### src/rtl/tmr_recovery_ctrl_pkg.sv
// Shared types and constants for the TMR recovery controller: FSM states,
// fault identifiers, voter agreement patterns and decode helpers.
package tmr_pkg;

  typedef enum logic [1:0] {
    MONITOR  = 2'd0,
    RESYNC   = 2'd1,
    ROLLBACK = 2'd2,
    FATAL    = 2'd3
  } state_t;

  localparam logic [1:0] FID_A    = 2'd0;
  localparam logic [1:0] FID_B    = 2'd1;
  localparam logic [1:0] FID_C    = 2'd2;
  localparam logic [1:0] FID_NONE = 2'd3;

  // Agreement bits are {AB,BC,AC}; a lone surviving pair names the odd replica out.
  localparam logic [2:0] VS_CLEAN = 3'b111;
  localparam logic [2:0] VS_A_BAD = 3'b010;
  localparam logic [2:0] VS_B_BAD = 3'b001;
  localparam logic [2:0] VS_C_BAD = 3'b100;

  function automatic logic [1:0] vs_to_fid(input logic [2:0] vs);
    case (vs)
      VS_A_BAD: return FID_A;
      VS_B_BAD: return FID_B;
      VS_C_BAD: return FID_C;
      default:  return FID_NONE;
    endcase
  endfunction

  function automatic logic [2:0] fid_to_rst(input logic [1:0] fid);
    case (fid)
      FID_A:   return 3'b100;
      FID_B:   return 3'b010;
      FID_C:   return 3'b001;
      default: return 3'b000;
    endcase
  endfunction

endpackage

### src/rtl/tmr_recovery_ctrl_if.sv
// Voter-side and replica-side signal bundle for the recovery controller.
// TMR_ERR_LOG_EN adds the per-replica error counters to the bundle.
interface tmr_recovery_ctrl_if
`ifdef TMR_ERR_LOG_EN
  #(parameter int CNT_W = 8)
`endif
  ;
  logic [2:0]  voter_state;
  logic [31:0] pc_voted;
  logic        commit;
  logic        stall;
  logic [2:0]  replica_rst;
  logic        rollback_en;
  logic [31:0] rollback_pc;
  logic [1:0]  fault_id;
  logic        fatal;
`ifdef TMR_ERR_LOG_EN
  logic [CNT_W-1:0] err_cnt_a;
  logic [CNT_W-1:0] err_cnt_b;
  logic [CNT_W-1:0] err_cnt_c;
  logic [CNT_W-1:0] err_cnt_multi;

  modport master (
    input  voter_state, pc_voted, commit,
    output stall, replica_rst, rollback_en, rollback_pc, fault_id, fatal,
    output err_cnt_a, err_cnt_b, err_cnt_c, err_cnt_multi
  );
  modport slave (
    output voter_state, pc_voted, commit,
    input  stall, replica_rst, rollback_en, rollback_pc, fault_id, fatal,
    input  err_cnt_a, err_cnt_b, err_cnt_c, err_cnt_multi
  );
`else
  modport master (
    input  voter_state, pc_voted, commit,
    output stall, replica_rst, rollback_en, rollback_pc, fault_id, fatal
  );
  modport slave (
    output voter_state, pc_voted, commit,
    input  stall, replica_rst, rollback_en, rollback_pc, fault_id, fatal
  );
`endif
endinterface

### src/rtl/tmr_ckpt_tracker.sv
// Counts clean commits and captures the voted PC as the rollback target
// every CKPT_INTERVAL commits; the counter restarts after each rollback.
module tmr_ckpt_tracker #(
  parameter int          CKPT_INTERVAL = 16,
  parameter logic [31:0] RESET_PC      = 32'h0
) (
  input  logic        clk,
  input  logic        rst_in,
  input  logic        commit_clean,
  input  logic        clear,
  input  logic [31:0] pc_voted,
  output logic        ckpt_taken,
  output logic [31:0] rollback_pc
);
  localparam int CW = $clog2(CKPT_INTERVAL);

  logic [CW-1:0] cnt_reg;

  assign ckpt_taken = commit_clean && (cnt_reg == CW'(CKPT_INTERVAL - 1));

  always_ff @(posedge clk) begin
    if (rst_in) begin
      cnt_reg     <= '0;
      rollback_pc <= RESET_PC;
    end else if (clear) begin
      cnt_reg <= '0;
    end else if (commit_clean) begin
      if (ckpt_taken) begin
        cnt_reg     <= '0;
        rollback_pc <= pc_voted;
      end else begin
        cnt_reg <= cnt_reg + 1'b1;
      end
    end
  end
endmodule

### src/rtl/tmr_recovery_ctrl.sv
// TMR recovery FSM: isolates a single faulty replica or rolls the triple back,
// going fatal after MAX_RETRY rollbacks without a checkpoint. Optional
// error counters are built when TMR_ERR_LOG_EN is defined.
module tmr_recovery_ctrl
  import tmr_pkg::*;
#(
  parameter int          RESYNC_CYCLES = 4,
  parameter int          CKPT_INTERVAL = 16,
  parameter int          MAX_RETRY     = 3,
  parameter logic [31:0] RESET_PC      = 32'h0
`ifdef TMR_ERR_LOG_EN
  ,
  parameter int          CNT_W         = 8
`endif
) (
  input  logic                clk,
  input  logic                rst_in,
  tmr_recovery_ctrl_if.master bus
);
  localparam int RW  = (MAX_RETRY < 1) ? 1 : $clog2(MAX_RETRY + 1);
  localparam int RCW = $clog2(RESYNC_CYCLES + 1);

  state_t         state_reg;
  logic [RW-1:0]  retry_reg;
  logic [RCW-1:0] rs_cnt_reg;
  logic           stall_reg;
  logic [2:0]     replica_rst_reg;
  logic           rollback_en_reg;
  logic [1:0]     fault_id_reg;
  logic           fatal_reg;

  logic       clean;
  logic [1:0] fid;
  logic       retry_max;
  logic       commit_clean;
  logic       ckpt_taken;
  logic       diag;

  assign clean        = (bus.voter_state == VS_CLEAN);
  assign fid          = vs_to_fid(bus.voter_state);
  assign retry_max    = (retry_reg == RW'(MAX_RETRY));
  assign commit_clean = (state_reg == MONITOR) && clean && bus.commit;
  assign diag         = (state_reg == MONITOR) && !clean && !retry_max;

  tmr_ckpt_tracker #(
    .CKPT_INTERVAL(CKPT_INTERVAL),
    .RESET_PC     (RESET_PC)
  ) u_ckpt (
    .clk         (clk),
    .rst_in      (rst_in),
    .commit_clean(commit_clean),
    .clear       (state_reg == ROLLBACK),
    .pc_voted    (bus.pc_voted),
    .ckpt_taken  (ckpt_taken),
    .rollback_pc (bus.rollback_pc)
  );

  always_ff @(posedge clk) begin
    if (rst_in) begin
      state_reg       <= MONITOR;
      retry_reg       <= '0;
      rs_cnt_reg      <= '0;
      stall_reg       <= 1'b0;
      replica_rst_reg <= 3'b000;
      rollback_en_reg <= 1'b0;
      fault_id_reg    <= FID_NONE;
      fatal_reg       <= 1'b0;
    end else begin
      case (state_reg)
        MONITOR: begin
          if (ckpt_taken) begin
            retry_reg <= '0;
          end else if (!clean) begin
            stall_reg <= 1'b1;
            if (retry_max) begin
              state_reg       <= FATAL;
              fatal_reg       <= 1'b1;
              replica_rst_reg <= 3'b111;
            end else begin
              retry_reg    <= retry_reg + 1'b1;
              fault_id_reg <= fid;
              if (fid == FID_NONE) begin
                state_reg       <= ROLLBACK;
                rollback_en_reg <= 1'b1;
              end else begin
                state_reg       <= RESYNC;
                replica_rst_reg <= fid_to_rst(fid);
                rs_cnt_reg      <= RCW'(1);
              end
            end
          end
        end
        RESYNC: begin
          // rs_cnt_reg counts the reset cycles already shown on replica_rst.
          if (rs_cnt_reg == RCW'(RESYNC_CYCLES)) begin
            state_reg       <= ROLLBACK;
            replica_rst_reg <= 3'b000;
            rollback_en_reg <= 1'b1;
          end else begin
            rs_cnt_reg <= rs_cnt_reg + 1'b1;
          end
        end
        ROLLBACK: begin
          state_reg       <= MONITOR;
          stall_reg       <= 1'b0;
          rollback_en_reg <= 1'b0;
        end
        default: begin
          state_reg <= FATAL;
        end
      endcase
    end
  end

  assign bus.stall       = stall_reg;
  assign bus.replica_rst = replica_rst_reg;
  assign bus.rollback_en = rollback_en_reg;
  assign bus.fault_id    = fault_id_reg;
  assign bus.fatal       = fatal_reg;

`ifdef TMR_ERR_LOG_EN
  // Counter index matches the fault id, so index 3 is the multi/no-majority count.
  for (genvar gi = 0; gi < 4; gi++) begin : gen_err
    logic [CNT_W-1:0] cnt_reg;
    always_ff @(posedge clk) begin
      if (rst_in) begin
        cnt_reg <= '0;
      end else if (diag && (fid == 2'(gi)) && (cnt_reg != '1)) begin
        cnt_reg <= cnt_reg + 1'b1;
      end
    end
  end
  assign bus.err_cnt_a     = gen_err[0].cnt_reg;
  assign bus.err_cnt_b     = gen_err[1].cnt_reg;
  assign bus.err_cnt_c     = gen_err[2].cnt_reg;
  assign bus.err_cnt_multi = gen_err[3].cnt_reg;
`else
  logic unused_diag;
  assign unused_diag = diag;
`endif
endmodule

### src/flat_wrapper.sv
// flat-port wrapper written by rule: the top's interface ports become plain ports
module tmr_recovery_ctrl_flat import tmr_pkg::*;
#(
  parameter int          RESYNC_CYCLES = 4,
  parameter int          CKPT_INTERVAL = 16,
  parameter int          MAX_RETRY     = 3,
  parameter logic [31:0] RESET_PC      = 32'h0

)
  (clk, rst_in, bus_voter_state, bus_pc_voted, bus_commit, bus_stall, bus_replica_rst, bus_rollback_en, bus_rollback_pc, bus_fault_id, bus_fatal);
  tmr_recovery_ctrl_if bus_i ();
  input  logic clk;
  input  logic rst_in;
  input wire logic [$bits(bus_i.voter_state)-1:0] bus_voter_state;
  input wire logic [$bits(bus_i.pc_voted)-1:0] bus_pc_voted;
  input wire logic [$bits(bus_i.commit)-1:0] bus_commit;
  output wire logic [$bits(bus_i.stall)-1:0] bus_stall;
  output wire logic [$bits(bus_i.replica_rst)-1:0] bus_replica_rst;
  output wire logic [$bits(bus_i.rollback_en)-1:0] bus_rollback_en;
  output wire logic [$bits(bus_i.rollback_pc)-1:0] bus_rollback_pc;
  output wire logic [$bits(bus_i.fault_id)-1:0] bus_fault_id;
  output wire logic [$bits(bus_i.fatal)-1:0] bus_fatal;
  assign bus_i.voter_state = bus_voter_state;
  assign bus_i.pc_voted = bus_pc_voted;
  assign bus_i.commit = bus_commit;
  assign bus_stall = bus_i.stall;
  assign bus_replica_rst = bus_i.replica_rst;
  assign bus_rollback_en = bus_i.rollback_en;
  assign bus_rollback_pc = bus_i.rollback_pc;
  assign bus_fault_id = bus_i.fault_id;
  assign bus_fatal = bus_i.fatal;
  tmr_recovery_ctrl #(.RESYNC_CYCLES(RESYNC_CYCLES), .CKPT_INTERVAL(CKPT_INTERVAL), .MAX_RETRY(MAX_RETRY), .RESET_PC(RESET_PC)) u_core (.clk(clk), .rst_in(rst_in), .bus(bus_i));
endmodule
### config.mk
export PLATFORM = sky130hd
export DESIGN_NAME = tmr_recovery_ctrl_flat
export DESIGN_NICKNAME = d
export VERILOG_FILES = /design/src/rtl/tmr_recovery_ctrl_pkg.sv /design/src/rtl/tmr_recovery_ctrl_if.sv /design/src/rtl/tmr_ckpt_tracker.sv /design/src/rtl/tmr_recovery_ctrl.sv /design/src/flat_wrapper.sv
export SDC_FILE = /design/constraint.sdc
export NUM_CORES = 1
export LEC_CHECK = 0
export CORE_MARGIN = 3
export CORE_UTILIZATION = 48
export DETAILED_ROUTE_END_ITERATION = 12
export PLACE_DENSITY = 0.86
export SYNTH_ARGS = -nofsm -noshare
export SYNTH_HDL_FRONTEND = slang
export SYNTH_SLANG_ARGS = --single-unit
### constraint.sdc
create_clock -name clk -period 5.27 [get_ports clk]
set_clock_uncertainty 0.2 [all_clocks]
set_input_delay 1.054 -clock clk [delete_from_list [all_inputs] [get_ports clk]]
set_output_delay 1.054 -clock clk [all_outputs]
set_load 0.01 [all_outputs]
# ---- Yosys cells after proc, flatten, opt, wreduce, memory -nomap -nowiden
# Cells that the tools add are included.
dict set report classes {
  n_addsub 3
  eq_ne 22
  n_mux 33
  bitwise_logic 4
  n_reduce_logical 18
}
# operator n
set op_table {}
lappend op_table {{$mux 3} 10}
lappend op_table {{$mux 2} 8}
lappend op_table {{$ne 2x2->1 const B} 8}
lappend op_table {{$pmux 2 s3} 2}
lappend op_table {{$pmux 3 s2} 2}
lappend op_table {{$reduce_and 3->1} 4}
lappend op_table {{$reduce_and 6->1} 2}
lappend op_table {{$eq 3x3->1 const B} 3}
lappend op_table {{$pmux 3 s3} 1}
lappend op_table {{$eq 2x2->1 const B} 4}
lappend op_table {{$reduce_and 4->1} 2}
lappend op_table {{$mux 1} 7}
lappend op_table {{$reduce_and 5->1} 1}
lappend op_table {{$add 4x1->4 const B} 1}
lappend op_table {{$eq 2x1->1 const B} 2}
lappend op_table {{$eq 4x4->1 const B} 1}
lappend op_table {{$logic_not 2->1} 2}
lappend op_table {{$mux 4} 1}
lappend op_table {{$not 1->1} 4}
lappend op_table {{$reduce_bool 2->1} 2}
lappend op_table {{$add 3x1->3 const B} 1}
lappend op_table {{$eq 3x1->1 const B} 1}
lappend op_table {{$eq 3x2->1 const B} 1}
lappend op_table {{$logic_and 1x1->1} 3}
lappend op_table {{other kinds (7)} 7}
dict set report totals {
  reg_bits 51
  input_bits 38
  output_inout_bits 40
  elab_cells 90
}

# ---- Longest topological paths before layout
# Gate-level depths: netlist of run 1.
dict set report depth {
  word_depth 9
  depth_mapped 9
  mapped_depth_nobuf 6
}

# ---- Hierarchy
# Synthesis of run 1 repeated with hierarchy kept, for this count alone.
dict set report hier_totals {
  cells_unflattened 283
  hier_area_um2 2562.5
}
# module instances cells_each area_each_um2 seq_area_each_um2
set by_module_without_submodules {}
lappend by_module_without_submodules {tmr_ckpt_tracker 1 164 1491.4 720.7}
lappend by_module_without_submodules {tmr_recovery_ctrl 1 119 1071.0 300.3}

# ---- Worst setup path after synthesis of run 1
# OpenSTA, ideal clock, no wires.
dict set report synth_path {
  path_type {in2reg}
  start {input bus_voter_state[0]}
  end {register u_core.rs_cnt_reg[1]}
  setup_ns 0.087
  arrival_time_ns 2.410
  t_required_ns 4.983
  slack_ns 2.573
  stages 5
  path_buffers 1
  cell_sequence {buf_4 -> or4b_1 -> o311a_2 -> or4_1 -> o31ai_1}
}
dict set report synth_between {
  elab_chain_cells 6
  elab_cells_between_ends 13
  classes_between {8 x eq/ne; 1 x mux; 4 x reduce/logical}
}
# item line
set synth_rtl {}
lappend synth_rtl {{start, declared} flat_wrapper.sv:14} ;# input wire logic [$bits(bus_i.voter_state)-1:0] bus_voter_state;
lappend synth_rtl {{parallel branches: the longest is 5 deep, another holds $eq 3x3->1} --}
lappend synth_rtl {{$reduce_and 6->1 (no line) (*)} --}
lappend synth_rtl {{end signal, assigned} tmr_recovery_ctrl.sv:100} ;# rs_cnt_reg <= rs_cnt_reg + 1'b1;
lappend synth_rtl {{end, declared} tmr_recovery_ctrl.sv:25} ;# logic [RCW-1:0] rs_cnt_reg;
# Every way passes the cells marked *.
# A chain may end at the register's enable or synchronous reset.

# ---- Worst setup path in the final report of run 1
dict set report layout_path {
  start {input bus_voter_state[2]}
  end {register u_core.u_ckpt.rollback_pc[8]}
}
dict set report layout_between {
  elab_chain_cells 5
}
# item line
set layout_rtl {}
lappend layout_rtl {{$eq 3x3->1 (*)} tmr_recovery_ctrl.sv:39} ;# assign clean = (bus.voter_state == VS_CLEAN);
lappend layout_rtl {{$logic_and 1x1->1 (*) (2 in a row)} tmr_recovery_ctrl.sv:42} ;# assign commit_clean = (state_reg == MONITOR) && clean && bus.commit;
lappend layout_rtl {{$logic_and 1x1->1} tmr_ckpt_tracker.sv:19} ;# assign ckpt_taken = commit_clean && (cnt_reg == CW'(CKPT_INTERVAL - 1));
lappend layout_rtl {{$reduce_and 3->1 (no line) (*)} --}
lappend layout_rtl {{end signal, assigned} tmr_ckpt_tracker.sv:30} ;# rollback_pc <= pc_voted;
lappend layout_rtl {{end, declared} tmr_ckpt_tracker.sv:13} ;# output logic [31:0] rollback_pc
# Every way passes the cells marked *; elsewhere a longest branch is shown, timed or not.

==> impl_results.md, run 1 <==
- CP Launch Point: bus_voter_state[2]
- Maximum achievable frequency: 288 MHz
- Share of cells above drive strength 1: 5.03%
- Internal: 0.000708 W
- Final net count: 343
- Pin count of the biggest net entering global routing: 33
- R2R setup slack: 2520 ps
- Buffers & Inverters on Critical Path: 1
- Final min period: 3480 ps
- Worst slew pin tran: 990 ps
- Mapped Cells: 226
- DIE WIDTH: 73.6 microns
- Max reg flops: 32
- Cell variety after synth: 38
- Layout Utilization: 73.1%
- Setup violations, final: 0
- Setup CP Type: input pin to flip-flop
- Deepest clock path buffer count: 2
- Total CTS buffers: 5
- # IOs: 78
- Combinational share of power: 29.4%
- CTS sink cnt: 51
- Tcrit/Tclk final: 66.0%
- Fin cells: 348
- GRT Util Overall: 17.5%
- RSZ-0062 raised after global routing: false
- Hold path start: u_core.bus.replica_rst[2]
- Port buffer count: 77
- Commonest cells in the netlist: dfxtp_1 (51), nor2_1 (40), mux2i_1 (35)
- Switch share: 30.8%
- WL per Instance: 13.5 microns
- Top delay family on crit path: simple AND/OR/NAND/NOR gates
- #FFs+latches synth: 51
- Ranking of synthesized cells by area: dfxtp_1 (47%), mux2i_1 (16%), nor2_1 (6.8%)
- Pleak: 1.10 nW
- Synth warn: 0
- Switching power: 0.000315 W
- DR iter-0 viols: 146
- Post-route antenna net violation count: 0
- CTS tree: done
- Vias in the first global route: 1744
- Worst hold path cell count: 2
- PD cells: 333 nW/um^2
- Initial Utilization: 52.2%
- Post_cts resized: 0
- Final instance area: 3070 sq um
- Placed cell count: 340
- CP peak stage delay: 950 ps
- Most used flip-flop cell after synthesis: dfxtp_1
- Row Count: 23
- Grt ovf: 0
- Clk network pwr share: 26.7%
- R2R cell count: 6
- P&R area growth vs syn: 40.0%
- VDD IR max: 0.000153 V
- Total routed wirelength: 4700 microns
- Slowest cell on the critical path: and4_2
- Die height: 73.6 microns
- Die area: 5420 sq um
- Outcome: finished clean
- Post-synth EDFFs: 0
- Critical path data arrival time: 3450 ps
- Setup_tns: 0 ps
- Flop pwr share: 43.8%
- Post-CTS setup buffer count: 0
- Pre-CTS WS: 1480 ps
- Multi-input combinational cell area: 1070 sq um
- Clock slew at reported path FFs: 90 ps
- Mapped Nets: 272
- Global-route wire length before repair: 7610 microns
- Crit path launch type: input pin
- CTS Root Cell: clkbuf_8
- Worst hold path class: flip-flop to flip-flop
- Sequential-to-total area share from yosys stat: 46.5%
- Synth area leader: dfxtp_1
- GP Congestion: 0.826
- Ys async rst share: 0%
- FF+latch area: 1020 sq um
- H-tree Lvls: 2
- Max-cap violations: 0
- Post-CTS Hold Fix Bufs: 0
- Core area: 4200 sq um
- Slew headroom: 34.0%
- Worst r2r src: u_core.state_reg[0]
- Post-route DRC violation count: 0
- # diodes: 0
- CP max FO: 32
- Detail Placement HPWL: 3370 microns
- Critical Path Sink Type: flip-flop
- Placed inst area: 2960 sq um
- Cell Area, Synth: 2190 sq um
- Most frequent cell after synthesis: dfxtp_1
- Pins Over Slew Limit: 0
- Vias: 1823
- Routed vias/inst: 5.24
- Worst EP required: 5240 ps
- Fill count: 324
- Syn avg cell area: 9.71 sq um
- FF-to-FF End: u_core.u_ckpt.rollback_pc[8]
- Hold-critical path endpoint: u_core.bus.replica_rst[2]
- Post-synth top area share: 46.5%
- Worst-Skew Late Latency: 300 ps
- Final hold violations: 0
- CP cell instances: clkdlybuf4s50_1 > and4_1 > and4_2 > mux2i_1 > nor2_1
- Setup ws final: 1790 ps
- DRT Pass-1 Iters: 5
- Initial antenna violation count: 0
placed cells by master (no fill, tap or decap), types with 2 or more instances in the layout:
master,netlist,routed
xnor2_1,2,2
nand3b_1,2,2
mux2i_1,35,35
o21ai_0,8,8
a21oi_1,5,5
or3_1,3,3
nor2_1,40,40
o211ai_1,2,2
o31ai_1,2,2
nor2b_1,2,2
dfxtp_1,51,51
clkbuf_8,0,5
a31o_2,2,2
a31oi_1,2,2
and4_1,3,2
nand2b_1,2,2
inv_1,6,6
clkdlybuf4s50_1,0,77
nand2_1,9,9
a211oi_1,2,2
nor3b_1,2,2
nand3_1,8,8
ha_1,8,8
nor3_1,4,4
tightest hold or removal path, cell delays in order, from the launching register on:
cell and delay [ps]:
dfxtp_1 320, nand2_1 60, mux2i_1 60
metrics by stage:
stage          power [W]  hold slack, ps
2_1_floorplan   0.000650             251
3_3_place_gp    0.000748             254
3_5_place_dp    0.000756             263
4_1_cts          0.00103             285
5_1_grt          0.00109             316
6_report         0.00102             284
area by class of cell:
cell class / count / area share, %
flip-flops and latches: 51 / 33.2
repair buffers: 78 / 25.3
clock buffers: 5 / 2.24
multi-input cells: 155 / 34.9
clock inverters: 3 / 1.51
well taps: 50 / 2.04
inverters: 6 / 0.733
kinds of logic (layout without fill, tap and decap cells):
logic type      after synthesis  in the layout  synth area share [%]
simple gates                 80             80                  17.5
flops                        51             51                  46.5
mux                          35             35                  16.0
compound gates               28             28                  8.56
buf+inv                      20             92                  4.62
fa+ha+maj                     8              8                  4.56
xor+xnor                      4              4                  2.28
layer usage:
metal / vias to the layer above / share of wire, % / global-route usage, %
met2: 62 / 45 / 27.4
met4: 0 / 0.53 / 2.41
li1: 930 / - / -
met5: - / 0 / 0
met1: 827 / 46 / 24.3
met3: 4 / 8.2 / 5.61
power by group through the flow:
stage,registers [W],clock network (W),logic [W]
floorplan,0.000459,0,0.000191
global placement,0.000455,0,0.000292
detailed placement,0.000457,0,0.000299
CTS,0.000448,0.000280,0.000301
global route,0.000454,0.000294,0.000339
finish,0.000448,0.000274,0.000301
worst max path at each step:
stage / endpoint / slack, ps / depth (start not counted)
2_1_floorplan: u_core.rs_cnt_reg[1] / 2570 / 5
3_3_place_gp: u_core.u_ckpt.rollback_pc[14] / 1560 / 5
3_5_place_dp: u_core.u_ckpt.rollback_pc[18] / 1480 / 5
4_1_cts: u_core.u_ckpt.rollback_pc[18] / 1820 / 5
5_1_grt: u_core.u_ckpt.rollback_pc[6] / 1630 / 5
6_report: u_core.u_ckpt.rollback_pc[8] / 1790 / 5
Note: power is estimated with default switching activity, not from simulation.
==> inputs of run 2 (changes only) <==
- CORE_UTILIZATION: 48 -> 44
- PLACE_DENSITY: 0.86 -> 0.8
- clock period: 5.27 -> 3.37 ns (I/O delays scaled with it)
==> run 2 against run 1 <==
Worst hold slack got worse by 14 ps. Cell count rose by 5.2%. Register-to-register slack got worse by 1300 ps. Critical path type unchanged. Largest cell class unchanged.
==> impl_results.md, run 2 (synthesis gave the netlist of run 1 again) <==
- Outcome: finished clean
- PD cells: 505 nW/um^2 (+52%)
- Worst hold path class: flip-flop to flip-flop
- Final hold violations: 0 (unchanged)
- FF+latch area: 1020 sq um (unchanged)
- Total CTS buffers: 5 (unchanged)
- Total Power: 0.00157 W (+54%)
- Post_cts resized: 0 (unchanged)
- CTS Root Cell: clkbuf_8
- Pin count of the biggest net entering global routing: 46 (+39%)
- Port buffer count: 77 (unchanged)
- DRT Pass-1 Iters: 6 (+1)
- Grt peak-use layer: met2
- WL per Instance: 12.9 microns (-4.6%)
- GRT Util Overall: 16.7% (-0.80 points)
- Hold-critical path endpoint: u_core.bus.replica_rst[1]
- Vias in the first global route: 1729 (-0.86%)
- Max-cap violations: 0 (unchanged)
- # diodes: 0 (unchanged)
- Final net count: 345 (+0.58%)
- Core area: 4790 sq um (+14%)
- FF-to-FF End: u_core.rs_cnt_reg[1]
- Worst slew pin tran: 525 ps (-465 ps)
- Die height: 76.6 microns (+4.1%)
- GP Congestion: 0.778 (-5.8%)
- Critical Path Sink Type: flip-flop
- Pleak: 1.11 nW (+0.91%)
- Final min period: 2600 ps
- Total routed wirelength: 4710 microns (+0.36%)
- Met1 Use GR: 22.0% (-2.4 points)
- Most frequent cells in the layout: clkdlybuf4s50_1 (77), dfxtp_1 (51), nor2_1 (40)
- CTS tree: done
- Met2 Use GR: 27.2% (-0.21 points)
- Max reg flops: 32 (unchanged)
- Grt ovf: 0 (unchanged)
- DR iter-0 viols: 71 (-51%)
- DIE WIDTH: 76.6 microns (+4.1%)
- Global-route wire length before repair: 8160 microns (+7.3%)
- # IOs: 78 (unchanged)
- CTS sink cnt: 51 (unchanged)
- Setup_tns: 0 ps (unchanged)
- Pre-CTS WS: 474 ps (-1000 ps)
- Detail Placement HPWL: 3350 microns (-0.42%)
- Setup violations, final: 0 (unchanged)
- Clock slew at reported path FFs: 80 ps (about the same)
- Worst EP required: 3370 ps (-1870 ps)
- R2R setup slack: 1190 ps (-1330 ps)
- Initial Utilization: 45.8% (-6.4 points)
- Die area: 5870 sq um (+8.3%)
- Setup ws final: 771 ps (-1020 ps)
- CP max FO: 11 (-66%)
- P&R area growth vs syn: 41.7%
- Worst-Skew Late Latency: 290 ps (about the same)
- Fill count: 410 (+27%)
- R2R cell count: 5 (-1)
- Pins Over Slew Limit: 0 (unchanged)
- Commonest non-fill, non-tap cell in the layout: clkdlybuf4s50_1
- Setup CP Type: input pin to flip-flop
- Share of cells above drive strength 1: 5.02% (-0.017 points)
- Slew headroom: 64.7% (+31 points)
- Worst r2r src: u_core.retry_reg[0]
- Post-CTS setup buffer count: 0 (unchanged)
- Vias: 1829 (+0.33%)
- Hold path start: u_core.bus.replica_rst[1]
- Tcrit/Tclk final: 77.1%
- RSZ-0062 raised after global routing: false
- Worst hold path cell count: 2 (unchanged)
- VDD IR max: 0.000263 V (+72%)
- Routed vias/inst: 5.00 (-4.6%)
- Post-route antenna net violation count: 0 (unchanged)
- Post-route DRC violation count: 0 (unchanged)
- Grt met3 use: 3.90% (-1.7 points)
- Critical path data arrival time: 2600 ps (-850 ps)
- H-tree Lvls: 2 (unchanged)
- Maximum achievable frequency: 385 MHz
- Initial antenna violation count: 0 (unchanged)
- Post-CTS Hold Fix Bufs: 0 (unchanged)
- Row Count: 25 (+8.7%)
- Crit path launch type: input pin
- Deepest clock path buffer count: 2 (unchanged)
- Multi-input combinational cell area: 1070 sq um (unchanged)
[run 2: where the power goes]
part           internal, W  switching [W]
combinational     0.000224       0.000244
clock             0.000218       0.000185
sequential        0.000660      0.0000401
[run 2: worst max-delay path by stage]
stage                       startpoint                   end  cells after the start  slack [ps]
floorplan           bus_voter_state[0]  u_core.rs_cnt_reg[1]                      5        1050
global placement    bus_voter_state[2]  u_core.rs_cnt_reg[1]                      5         530
detailed placement  bus_voter_state[2]  u_core.rs_cnt_reg[1]                      5         470
CTS                 bus_voter_state[2]  u_core.rs_cnt_reg[1]                      5         780
global route        bus_voter_state[2]  u_core.rs_cnt_reg[1]                      5         720
finish              bus_voter_state[2]  u_core.rs_cnt_reg[1]                      5         770
[run 2: worst max-delay path, cell delays in order]
cell and delay, ps:
clkdlybuf4s50_1 680, or4b_1 470, o311a_2 180, or4_1 510, o31ai_1 80
[run 2: area by class of cell]
type,instances,share of cell area [%]
tap,67,2.70
clock inverter,1,0.966
timing repair buffer,80,25.9
inverter,6,0.725
sequential,51,32.9
multi-input combinational,155,34.5
clock buffer,6,2.33
[run 2: stage by stage]
step	hold WS (ps)	util (%)	instance area, sq um	cells
after floorplan	251	-	2190	226
after global placement	248	62.8	3010	359
after detailed placement	262	62.8	3010	359
after CTS	274	64.9	3110	366
final	269	64.9	3110	366
after global routing	280	64.9	3110	366
[run 2: layer usage]
| layer | routed length, microns | vias up | share of wire [%] |
|---|---|---|---|
| met5 | 0 | - | 0 |
| met4 | 61 | 0 | 1.3 |
| met3 | 218 | 7 | 4.6 |
| met2 | 2240 | 56 | 48 |
| met1 | 2190 | 838 | 46 |
| li1 | - | 928 | - |
==> inputs of run 3 (changes only) <==
- CORE_UTILIZATION: 44 -> 40
- PLACE_DENSITY: 0.8 -> 0.76
- clock period: 3.37 -> 2.2 ns (I/O delays scaled with it)
==> run 3 against run 2 <==
Sequential share of layout area shrank 1.6 points. Largest power group unchanged. Cell count increased by 6.3%. Worst hold slack worse by 6.1 ps. Final area increased by 5.1%. Non-clock buffer count is 20 higher. Combinational power grew 90%. Highest routed layer unchanged. First-iteration DRC count down 11%. Clock power is 57% higher. Power up 65%. Critical path depth did not move.
==> impl_results.md, run 3 (synthesis gave the netlist of run 1 again) <==
- CP cell instances: clkdlybuf4s50_1 > or4b_1 > o311a_2 > or4_1 > o31ai_1
- Critical Path Sink Type: flip-flop
- PD cells: 795 nW/um^2 (+57%)
- GRT Util Overall: 16.3% (-0.41 points)
- Crit path launch type: input pin
- Most frequent cells in the layout: clkdlybuf4s50_1 (77), dfxtp_1 (51), nor2_1 (40)
- Worst-Skew Late Latency: 300 ps (about the same)
- R2R setup slack: 140 ps (-1050 ps)
- P&R area growth vs syn: 48.9%
- Initial antenna violation count: 0 (unchanged)
- CTS Root Cell: clkbuf_8
- Post-route DRC violation count: 0 (unchanged)
- Fin cells: 389 (+6.3%)
- Global-route wire length before repair: 8250 microns (+1.1%)
- Worst EP required: 2220 ps (-1150 ps)
- VDD IR max: 0.000411 V (+56%)
- DR iter-0 viols: 63 (-11%)
- Deepest clock path buffer count: 2 (unchanged)
- Final net count: 365 (+5.8%)
- Setup ws final: 62.9 ps (-708 ps)
- Port buffer count: 77 (unchanged)
- Row Count: 26 (+4.0%)
- Total Power: 0.00260 W (+65%)
- CTS tree: done
- Hold-critical path endpoint: u_core.bus.replica_rst[1]
- Commonest non-fill, non-tap cell in the layout: clkdlybuf4s50_1
- Post-CTS Hold Fix Bufs: 0 (unchanged)
- Worst slew pin tran: 322 ps (-203 ps)
- Pin count of the biggest net entering global routing: 32 (-30%)
- Outcome: finished clean
- Routed vias/inst: 4.92 (-1.5%)
- # IOs: 78 (unchanged)
- Pre-CTS WS: -247 ps (-720 ps)
- Total CTS buffers: 5 (unchanged)
- H-tree Lvls: 2 (unchanged)
- Total routed wirelength: 5040 microns (+6.9%)
- Max-cap violations: 0 (unchanged)
- Detail Placement HPWL: 3770 microns (+12%)
- Worst hold path class: flip-flop to flip-flop
- Hold WS: 263 ps (-6.10 ps)
- Die area: 6410 sq um (+9.2%)
- DRT Pass-1 Iters: 4 (-2)
- CP peak stage delay: 520 ps (-160 ps)
- Slew headroom: 78.5% (+14 points)
- Die height: 80.1 microns (+4.5%)
- R2R cell count: 5 (unchanged)
- Max reg flops: 32 (unchanged)
- Clock slew at reported path FFs: 90 ps (about the same)
- Critical path data arrival time: 2160 ps (-440 ps)
- Tcrit/Tclk final: 97.1%
- Post_cts resized: 0 (unchanged)
- CP max FO: 4 (-7)
- FF-to-FF End: u_core.rs_cnt_reg[1]
- Hold path start: u_core.bus.replica_rst[1]
- CP Launch Point: bus_voter_state[0]
- Maximum achievable frequency: 468 MHz
- CTS sink cnt: 51 (unchanged)
- # diodes: 0 (unchanged)
- Core area: 5200 sq um (+8.8%)
- GP Congestion: 0.868 (+11%)
- Grt ovf: 0 (unchanged)
- Post-CTS setup buffer count: 0 (unchanged)
- Top delay family on crit path: simple AND/OR/NAND/NOR gates
- Setup CP Type: input pin to flip-flop
- Fill count: 448 (+9.3%)
- Placed cell count: 382 (+6.4%)
- Worst r2r src: u_core.retry_reg[0]
- WL per Instance: 12.9 microns (+0.56%)
- Pleak: 1.21 nW (+8.6%)
- Buffers & Inverters on Critical Path: 1 (unchanged)
- Setup violations, final: 0 (unchanged)
- Setup_tns: 0 ps (unchanged)
- Slowest cell on the critical path: or4b_1
- Share of cells above drive strength 1: 11.3% (+6.3 points)
- Final hold violations: 0 (unchanged)
- DIE WIDTH: 80.1 microns (+4.5%)
- Final min period: 2140 ps
- Post-route antenna net violation count: 0 (unchanged)
- Vias in the first global route: 1806 (+4.5%)
- Worst hold path cell count: 2 (unchanged)
- Initial Utilization: 42.1% (-3.7 points)
- RSZ-0062 raised after global routing: false
- Pins Over Slew Limit: 0 (unchanged)
- Vias: 1915 (+4.7%)
[run 3: cell types whose count changed in the layout (fill, tap and decap cells not counted), sizes merged]
cell / before / now
clkinvlp: 0 / 1
buf: 3 / 23
clkbuf: 6 / 5
[run 3: routing by layer]
metal	track usage [%]	vias to the layer above	share of wire (%)
li1	-	968	-
met1	21.1	878	47
met2	25.6	63	44
met3	5.04	6	7.5
met4	5.91	0	1.4
met5	0	-	0
[run 3: worst reg2reg max path, stage by stage, from the launching register on]
cell	delay [ps]
dfxtp_1	330
ha_1	230
or4b_1	480
o311a_2	160
or4_1	510
o31ai_1	70
[run 3: final cells by class]
cell class	instances	area, sq um	area share, %
Inverter	6	22.5	0.690
Clock buffer	5	68.8	2.11
Clock inverter	2	37.5	1.15
Timing Repair Buffer	100	956	29.3
Sequential cell	51	1020	31.3
Multi-Input combinational cell	155	1070	32.8
Tap cell	70	87.6	2.68
[run 3: worst max path at each step]
stage	to	cells after the start
floorplan	u_core.rs_cnt_reg[1]	5
global placement	u_core.rs_cnt_reg[1]	5
detailed placement	u_core.rs_cnt_reg[1]	5
CTS	u_core.rs_cnt_reg[1]	5
global route	u_core.bus.replica_rst[1]	8
finish	u_core.rs_cnt_reg[1]	5
[run 3: where the power goes]
part,switching [W],internal (W)
Clock,0.000300,0.000332
Sequential,0.0000654,0.00101
Combinational,0.000428,0.000458
[run 3: metrics by stage]
stage	cell area (sq um)	util, %
after detailed placement	3160	60.7
after floorplan	2190	-
after global routing	3270	62.7
after global placement	3160	60.7
final	3270	62.7
after CTS	3270	62.7
